--- config.mk ---
export PLATFORM = sky130hd
export DESIGN_NAME = multi_lane_serializer
export DESIGN_NICKNAME = d
export VERILOG_FILES = /design/src/rtl/multi_lane_serializer.sv
export SDC_FILE = /design/constraint.sdc
export NUM_CORES = 1
export LEC_CHECK = 0
export BUFFER_PORTS_ARGS = -buffer_cell sky130_fd_sc_hd__buf_2
export CAP_MARGIN = 20
export CORE_MARGIN = 2
export CORE_UTILIZATION = 47
export DETAILED_ROUTE_END_ITERATION = 16
export PLACE_DENSITY_LB_ADDON = 0.3
export SLEW_MARGIN = 10
export SYNTH_ARGS = -nofsm -noshare
export SYNTH_HDL_FRONTEND = slang
export SYNTH_SLANG_ARGS = --single-unit
--- constraint.sdc ---
create_clock -name clk -period 2.4 [get_ports clk]
set_input_delay 0.12 -clock clk [delete_from_list [all_inputs] [get_ports clk]]
set_output_delay 0.12 -clock clk [all_outputs]
set_load 0.05 [all_outputs]
--- src/rtl/multi_lane_serializer.sv ---
// ---------------------------------------------------------------------------
// multi_lane_serializer
//   N-lane parallel-to-serial converter for the USB4 logical-layer TX path.
//   One WIDTH-bit word per lane is taken through a valid/ready handshake at
//   each frame boundary and shifted out LSB-first. Frames run back-to-back.
//   If no word is offered at a boundary, an all-zero idle frame is sent and
//   underrun pulses. The block also drives the scrambler seed-reset and enable.
//
// Ports
//   clk          in   clock
//   rst          in   asynchronous, active-low reset
//   enable_ser   in   serializer enable; low = synchronous abort to idle
//   gen_speed    in   00 GEN4, 01 GEN3, 10 GEN2, 11 reserved (GEN4)
//   tx_parallel  in   lane k word = bits [k*WIDTH +: WIDTH]
//   tx_valid     in   tx_parallel holds a word
//   tx_ready     out  word accepted this cycle if tx_valid (combinational)
//   tx_ser       out  serial bit per lane, registered
//   scr_rst      out  one-cycle scrambler seed-reset pulse per frame
//   enable_scr   out  scrambler advance enable
//   underrun     out  one-cycle pulse when an idle frame is inserted
// ---------------------------------------------------------------------------
module multi_lane_serializer #(
  parameter int NUM_LANES = 2,
  parameter int WIDTH     = 132,
  parameter int GEN4_LEN  = 8,
  parameter int GEN3_LEN  = 132,
  parameter int GEN2_LEN  = 66
) (
  input  logic                       clk,
  input  logic                       rst,
  input  logic                       enable_ser,
  input  logic [1:0]                 gen_speed,
  input  logic [NUM_LANES*WIDTH-1:0] tx_parallel,
  input  logic                       tx_valid,
  output logic                       tx_ready,
  output logic [NUM_LANES-1:0]       tx_ser,
  output logic                       scr_rst,
  output logic                       enable_scr,
  output logic                       underrun
);

  localparam int CW = $clog2(WIDTH + 1);

  typedef enum logic [0:0] {
    ST_IDLE  = 1'b0,
    ST_SHIFT = 1'b1
  } state_t;

  state_t                          state_r;
  state_t                          state_s;
  logic [CW-1:0]                   count_r;
  logic [CW-1:0]                   len_r;
  logic [NUM_LANES-1:0][WIDTH-1:0] sr_r;
  logic [NUM_LANES-1:0]            tx_ser_r;
  logic                            scr_rst_r;
  logic                            enable_scr_r;
  logic                            underrun_r;
  logic                            boundary_s;
  logic                            load_s;
  logic                            accept_s;

  // Frame length for a gen_speed code; the reserved code falls back to GEN4.
  function automatic logic [CW-1:0] frame_len(input logic [1:0] gs);
    logic [CW-1:0] len_v;
    case (gs)
      2'b00:   len_v = CW'(GEN4_LEN);
      2'b01:   len_v = CW'(GEN3_LEN);
      2'b10:   len_v = CW'(GEN2_LEN);
      default: len_v = CW'(GEN4_LEN);
    endcase
    return len_v;
  endfunction

  // Frame boundary, handshake and load qualification.
  always_comb begin
    boundary_s = 1'b0;
    load_s     = 1'b0;
    accept_s   = 1'b0;
    if (state_r == ST_IDLE) begin
      boundary_s = 1'b1;
    end else begin
      boundary_s = (count_r == (len_r - CW'(1)));
    end
    // Every boundary edge with the serializer enabled starts a new frame,
    // either with the offered word or with an idle (all-zero) frame.
    load_s   = enable_ser & boundary_s;
    accept_s = load_s & tx_valid;
  end

  assign tx_ready = load_s;

  // Next-state logic.
  always_comb begin
    state_s = state_r;
    case (state_r)
      ST_IDLE: begin
        if (enable_ser) state_s = ST_SHIFT;
        else            state_s = ST_IDLE;
      end
      ST_SHIFT: begin
        if (!enable_ser) state_s = ST_IDLE;
        else             state_s = ST_SHIFT;
      end
      default: state_s = ST_IDLE;
    endcase
  end

  // State register.
  always_ff @(posedge clk or negedge rst) begin
    if (!rst) state_r <= ST_IDLE;
    else      state_r <= state_s;
  end

  // Shift registers, counter, latched frame length and registered outputs.
  always_ff @(posedge clk or negedge rst) begin
    if (!rst) begin
      sr_r         <= '0;
      count_r      <= '0;
      len_r        <= CW'(GEN4_LEN);
      tx_ser_r     <= '0;
      scr_rst_r    <= 1'b0;
      enable_scr_r <= 1'b0;
      underrun_r   <= 1'b0;
    end else if (!enable_ser) begin
      // Abort: the partially sent frame is discarded.
      sr_r         <= '0;
      count_r      <= '0;
      len_r        <= len_r;
      tx_ser_r     <= '0;
      scr_rst_r    <= 1'b0;
      enable_scr_r <= 1'b0;
      underrun_r   <= 1'b0;
    end else if (load_s) begin
      // The load edge still emits the previous frame's last bit (0 from
      // idle, since the shift registers are empty there) so frames abut.
      for (int k = 0; k < NUM_LANES; k++) begin
        tx_ser_r[k] <= sr_r[k][0];
        if (accept_s) sr_r[k] <= tx_parallel[k*WIDTH +: WIDTH];
        else          sr_r[k] <= '0;
      end
      count_r      <= '0;
      len_r        <= frame_len(gen_speed);
      scr_rst_r    <= 1'b1;
      enable_scr_r <= 1'b1;
      underrun_r   <= ~tx_valid;
    end else begin
      // Mid-frame shift; only reachable in SHIFT since IDLE is a boundary.
      for (int k = 0; k < NUM_LANES; k++) begin
        tx_ser_r[k] <= sr_r[k][0];
        sr_r[k]     <= {1'b0, sr_r[k][WIDTH-1:1]};
      end
      count_r      <= count_r + CW'(1);
      len_r        <= len_r;
      scr_rst_r    <= 1'b0;
      enable_scr_r <= 1'b1;
      underrun_r   <= 1'b0;
    end
  end

  assign tx_ser     = tx_ser_r;
  assign scr_rst    = scr_rst_r;
  assign enable_scr = enable_scr_r;
  assign underrun   = underrun_r;

endmodule

==> flow_summary_export.csv, run 1 <==
group,metric,value,unit
placed_design,place_hpwl,15650,um
clock_tree,cts-resized-gates,5,
die,dieWidth,152.9,um
status,status,"aborted with a tool error",
clock_tree,cts_buffers,30,
placed_design,gp_congestion,0.7655,
synth,synth_area,10420,um2
die,io_pins,276,
synth,synth_cells,674,
die,die_h,152.9,um
synth,synth_edf_count,0,
clock_tree,postCtsHoldBufs,254,
synth,syn-mean-instance-area,15.46,um2
clock_tree,htreeDepth,1,
synth,synthFlopType,"dfrtp_1",
synth,synth_area_leaders,"dfrtp_1 (67%), a22o_1 (22%), buf_6 (4.6%), and2_1 (0.66%), buf_4 (0.65%)",
synth,async_flop_share,100.0,%
placed_design,port_buffers,275,
placed_design,dp.cells,1208,
placed_design,placed_cell_area,12070,um2
clock_tree,clock_sinks,280,
clock_tree,clock_path_buffers,3,
synth,synthTopCellsByCount,"dfrtp_1 (279), a22o_1 (263), buf_6 (43)",
status,tool.error,"[ERROR RSZ-0060] Max buffer count reached.",
die,start_util,47.74,%
synth,ys.warnings.count,0,
synth,yosysTopAreaCellShare,67.01,%
synth,synth_cell_types,32,
status,flow.stopped_at,"clock tree synthesis",
synth,yosysMostFrequentCell,"dfrtp_1",
synth,synth-seq-cells,280,
clock_tree,post_cts_buffers,4,
synth,syn_nets,949,
clock_tree,cts.root.buffer_cell,"clkbuf_16",
synth,yosysTopAreaCell,"dfrtp_1",
synth,synth-seq-area-share,67.26,%
die,rows,54,
-- logic make-up after synthesis --
kind of cell	synth area share, %
flops	67.26
compound gates	22.57
buf+inv	5.932
simple gates	2.390
xor+xnor	0.9247
fa+ha+maj	0.6005
mux	0.3242
-- metrics by stage --
step                setup slack, ns  hold slack, ns  setup TNS [ns]  utilization (%)
floorplan                 -0.001898         -0.1756       -0.003795                -
global placement            0.05402          0.1658               0            55.33
detailed placement          0.02300          0.1708               0            55.33
==> run 2: changes to the inputs <==
--- a/config.mk
+++ b/config.mk
@@ -8,9 +8,9 @@
 export BUFFER_PORTS_ARGS = -buffer_cell sky130_fd_sc_hd__buf_2
 export CAP_MARGIN = 20
 export CORE_MARGIN = 2
-export CORE_UTILIZATION = 47
+export CORE_UTILIZATION = 35
 export DETAILED_ROUTE_END_ITERATION = 16
-export PLACE_DENSITY_LB_ADDON = 0.3
+export PLACE_DENSITY_LB_ADDON = 0.15
 export SLEW_MARGIN = 10
 export SYNTH_ARGS = -nofsm -noshare
 export SYNTH_HDL_FRONTEND = slang
==> constraint.sdc (replaced) <==
create_clock -name clk -period 3.1 [get_ports clk]
set_input_delay 0.155 -clock clk [delete_from_list [all_inputs] [get_ports clk]]
set_output_delay 0.155 -clock clk [all_outputs]
set_load 0.05 [all_outputs]
==> flow_summary_export.csv, run 2 <==
group,metric,value,unit
timing,rsz0062_at_grt,"false",
timing,slew_violations,0,
cells_and_area,regMostFlops,"sr_r",
synth,synthTopCellsByCount,"dfrtp_1 (279), a22o_1 (263), buf_6 (43)",
synth,yosysTopAreaCellShare,67.01,%
worst_setup_path,crit_start,"len_r[2]",
cells_and_area,final_cell_mix,"dfrtp_1 (278), buf_2 (273), dlygate4sd3_1 (268), a22o_1 (262), clkbuf_16 (31)",
die,die_h,176.5,um
pwr,power_frac_seq,45.6,%
worst_setup_path,setup.worst_path.start_class,"register",
worst_setup_path,reg2regPathDepth,9,
synth,async_flop_share,100.0,%
clock_tree,clock_path_buffers,3,
cells_and_area,stdcell_count,1624,
synth,synth_edf_count,0,
pwr,fin_total_pwr,0.008920,W
min_path,hold_path_class,"input port to register",
timing,tightest_slew,0.7271,ns
cells_and_area,nets,1486,
placed_design,port_buffers,275,
synth,syn-mean-instance-area,15.46,um2
timing,setup_tns,0,ns
die,fp.coreArea,29480,um2
timing,finalSetupViolCount,0,
synth,synth-seq-cells,280,
pwr,p_int,0.006718,W
clock_tree,htreeDepth,1,
worst_setup_path,rrSetupSlack,0.41,ns
routing,via_count,7773,
worst_setup_path,rr_endpoint,"sr_r[224]",
synth,synth-seq-area-share,67.26,%
synth,ys.warnings.count,0,
pwr,power.share.clock,38.9,%
cells_and_area,final_common_cell,"dfrtp_1",
synth,yosysTopAreaCell,"dfrtp_1",
routing,wire_per_inst,16.39,um
min_path,whs_endpoint,"len_r[2]",
global_route,grt.total_usage,16.84,%
routing,routed_wl,26610,um
clock_tree,clk_latency,0.54,ns
worst_setup_path,end_kind,"primary output",
cells_and_area,reg.largest.list,"sr_r x264, count_r x8, len_r x3",
die,dieArea,31160,um2
global_route,grt_max_degree,107,
status,status,"finished clean",
cells_and_area,finish.instance_area,15710,um2
placed_design,dp.cells,1298,
die,rows,63,
die,io_pins,276,
pwr,ir_drop,408.5,uV
worst_setup_path,cp_data_arrival_time,2.69,ns
cells_and_area,diodes,0,
worst_setup_path,cp.required,2.94,ns
synth,synth_cell_types,32,
cells_and_area,drive_gt1_share,28.85,%
synth,yosysMostFrequentCell,"dfrtp_1",
synth,synth_cells,674,
pwr,switchingPower,0.002202,W
clock_tree,clock_sinks,280,
timing,maxSlewHeadroom,51.53,%
routing,drtAntennaViolNets,0,
timing,max_freq,0.3516,GHz
placed_design,gp_congestion,0.7304,
cells_and_area,areaGrowthSynthToFinish,50.75,%
routing,via_per_inst,4.786,
pwr,p_sw_share,24.69,%
synth,synth_area,10420,um2
timing,min_period_over_period,91.74,%
die,start_util,35.34,%
worst_setup_path,critical_path.reg2reg.startpoint,"len_r[2]",
min_path,worst_hold_path.num_cells,3,
clock_tree,cts_buffers,31,
placed_design,place_hpwl,15280,um
timing,timing.final.crit_period,2.844,ns
global_route,grt_overflow,0,
worst_setup_path,worstPathMaxFanout,9,
timing,holdWs,0.03010,ns
pwr,power_density,567.9,nW/um2
clock_tree,clk_pin_slew_worst_paths,0.06,ns
synth,synthFlopType,"dfrtp_1",
synth,syn_nets,949,
timing,hold_viol,0,
timing,skew,0.01256,ns
cells_and_area,largest_reg_flops,264,
flow_run,max_cap_violations,0,
synth,synth_area_leaders,"dfrtp_1 (67%), a22o_1 (22%), buf_6 (4.6%), and2_1 (0.66%), buf_4 (0.65%)",
die,dieWidth,176.5,um
routing,drt_iter0_markers,387,
pwr,p_comb_share,15.5,%
min_path,hp-start,"gen_speed[0]",
clock_tree,cts_tree,"yes",
global_route,antenna_found_initial,0,
clock_tree,cts.root.buffer_cell,"clkbuf_16",
global_route,grt_pass1_wl,42860,um
routing,drc,0,
placed_design,placed_cell_area,12030,um2
worst_setup_path,critPathKind,"register to primary output",
pwr,p_leak,7.828,nW
routing,first_pass_iters,4,
global_route,first_global_vias,8274,
[run 2: repair_timing]
| action | in CTS | in global routing |
|---|---|---|
| cloned | 0 | 0 |
| setup buffers | 1 | 1 |
| hold buffers | 268 | 0 |
| endpoints found under the setup margin | 1 | 1 |
| gates resized for setup | 0 | 2 |
| endpoints found under the hold margin | 357 | 0 |
| pin swaps | 1 | 1 |
[run 2: layout make-up]
type / count / area, um2
Fill cell: 2452 / 13770
Sequential cell: 280 / 7009
Timing Repair Buffer: 565 / 4399
Multi-Input combinational cell: 325 / 2808
Clock buffer: 46 / 892.1
Tap cell: 390 / 488.0
Clock inverter: 10 / 80.08
Inverter: 8 / 30.03
[run 2: routing by layer]
layer | track usage [%] | vias up | part of all wire, %
met2 | 25.90 | 251 | 44
met1 | 24.62 | 3857 | 47
li1 | - | 3629 | -
met3 | 3.273 | 36 | 6.4
met4 | 3.926 | 0 | 2.2
met5 | 0 | - | 0
[run 2: logic make-up (layout without fill, tap and decap cells)]
| family | after synthesis | in the layout | synth area share [%] |
|---|---|---|---|
| buffers and inverters | 69 | 629 | 5.932 |
| AOI/OAI and AO/OA | 269 | 269 | 22.57 |
| and+or+nand+nor | 37 | 37 | 2.390 |
| DFF | 280 | 280 | 67.26 |
| xor gates and xnor gates | 11 | 11 | 0.9247 |
| adders and majority gates | 5 | 5 | 0.6005 |
| muxes | 3 | 3 | 0.3242 |
[run 2: critical path: stages, from the launching register on]
cell      delay, ns
dfrtp_1        0.48
inv_1          0.07
ha_1           0.22
ha_1           0.29
xnor2_1        0.12
nor2_1         0.13
a41oi_1        0.24
nor3_2         0.30
clkbuf_4       0.28
[run 2: through the flow]
| step | utilization, % | setup slack, ns |
|---|---|---|
| finish | 53.28 | 0.2560 |
| global route | 53.28 | 0.01883 |
| CTS | 53.24 | 0.07988 |
| detailed placement | 40.82 | 0.3455 |
| global placement | 40.82 | 0.3741 |
| floorplan | - | 0.2721 |
[run 2: worst max path at each step]
stage                     end  slack, ns  cells after the start
floorplan            len_r[2]       0.27                      8
global placement    sr_r[257]       0.37                      9
global route         tx_ready       0.02                      8
finish               tx_ready       0.26                      8
detailed placement  sr_r[218]       0.35                      9
CTS                  tx_ready       0.08                      8
[run 2: power groups by stage]
stage          clock [W]  sequential [W]  combinational (W)
2_1_floorplan          0         0.00409           0.000781
3_3_place_gp           0         0.00412            0.00112
3_5_place_dp           0         0.00412            0.00111
4_1_cts          0.00359         0.00406            0.00139
5_1_grt          0.00376         0.00409            0.00152
6_report         0.00347         0.00407            0.00138
(Power assumes the default switching activity.)
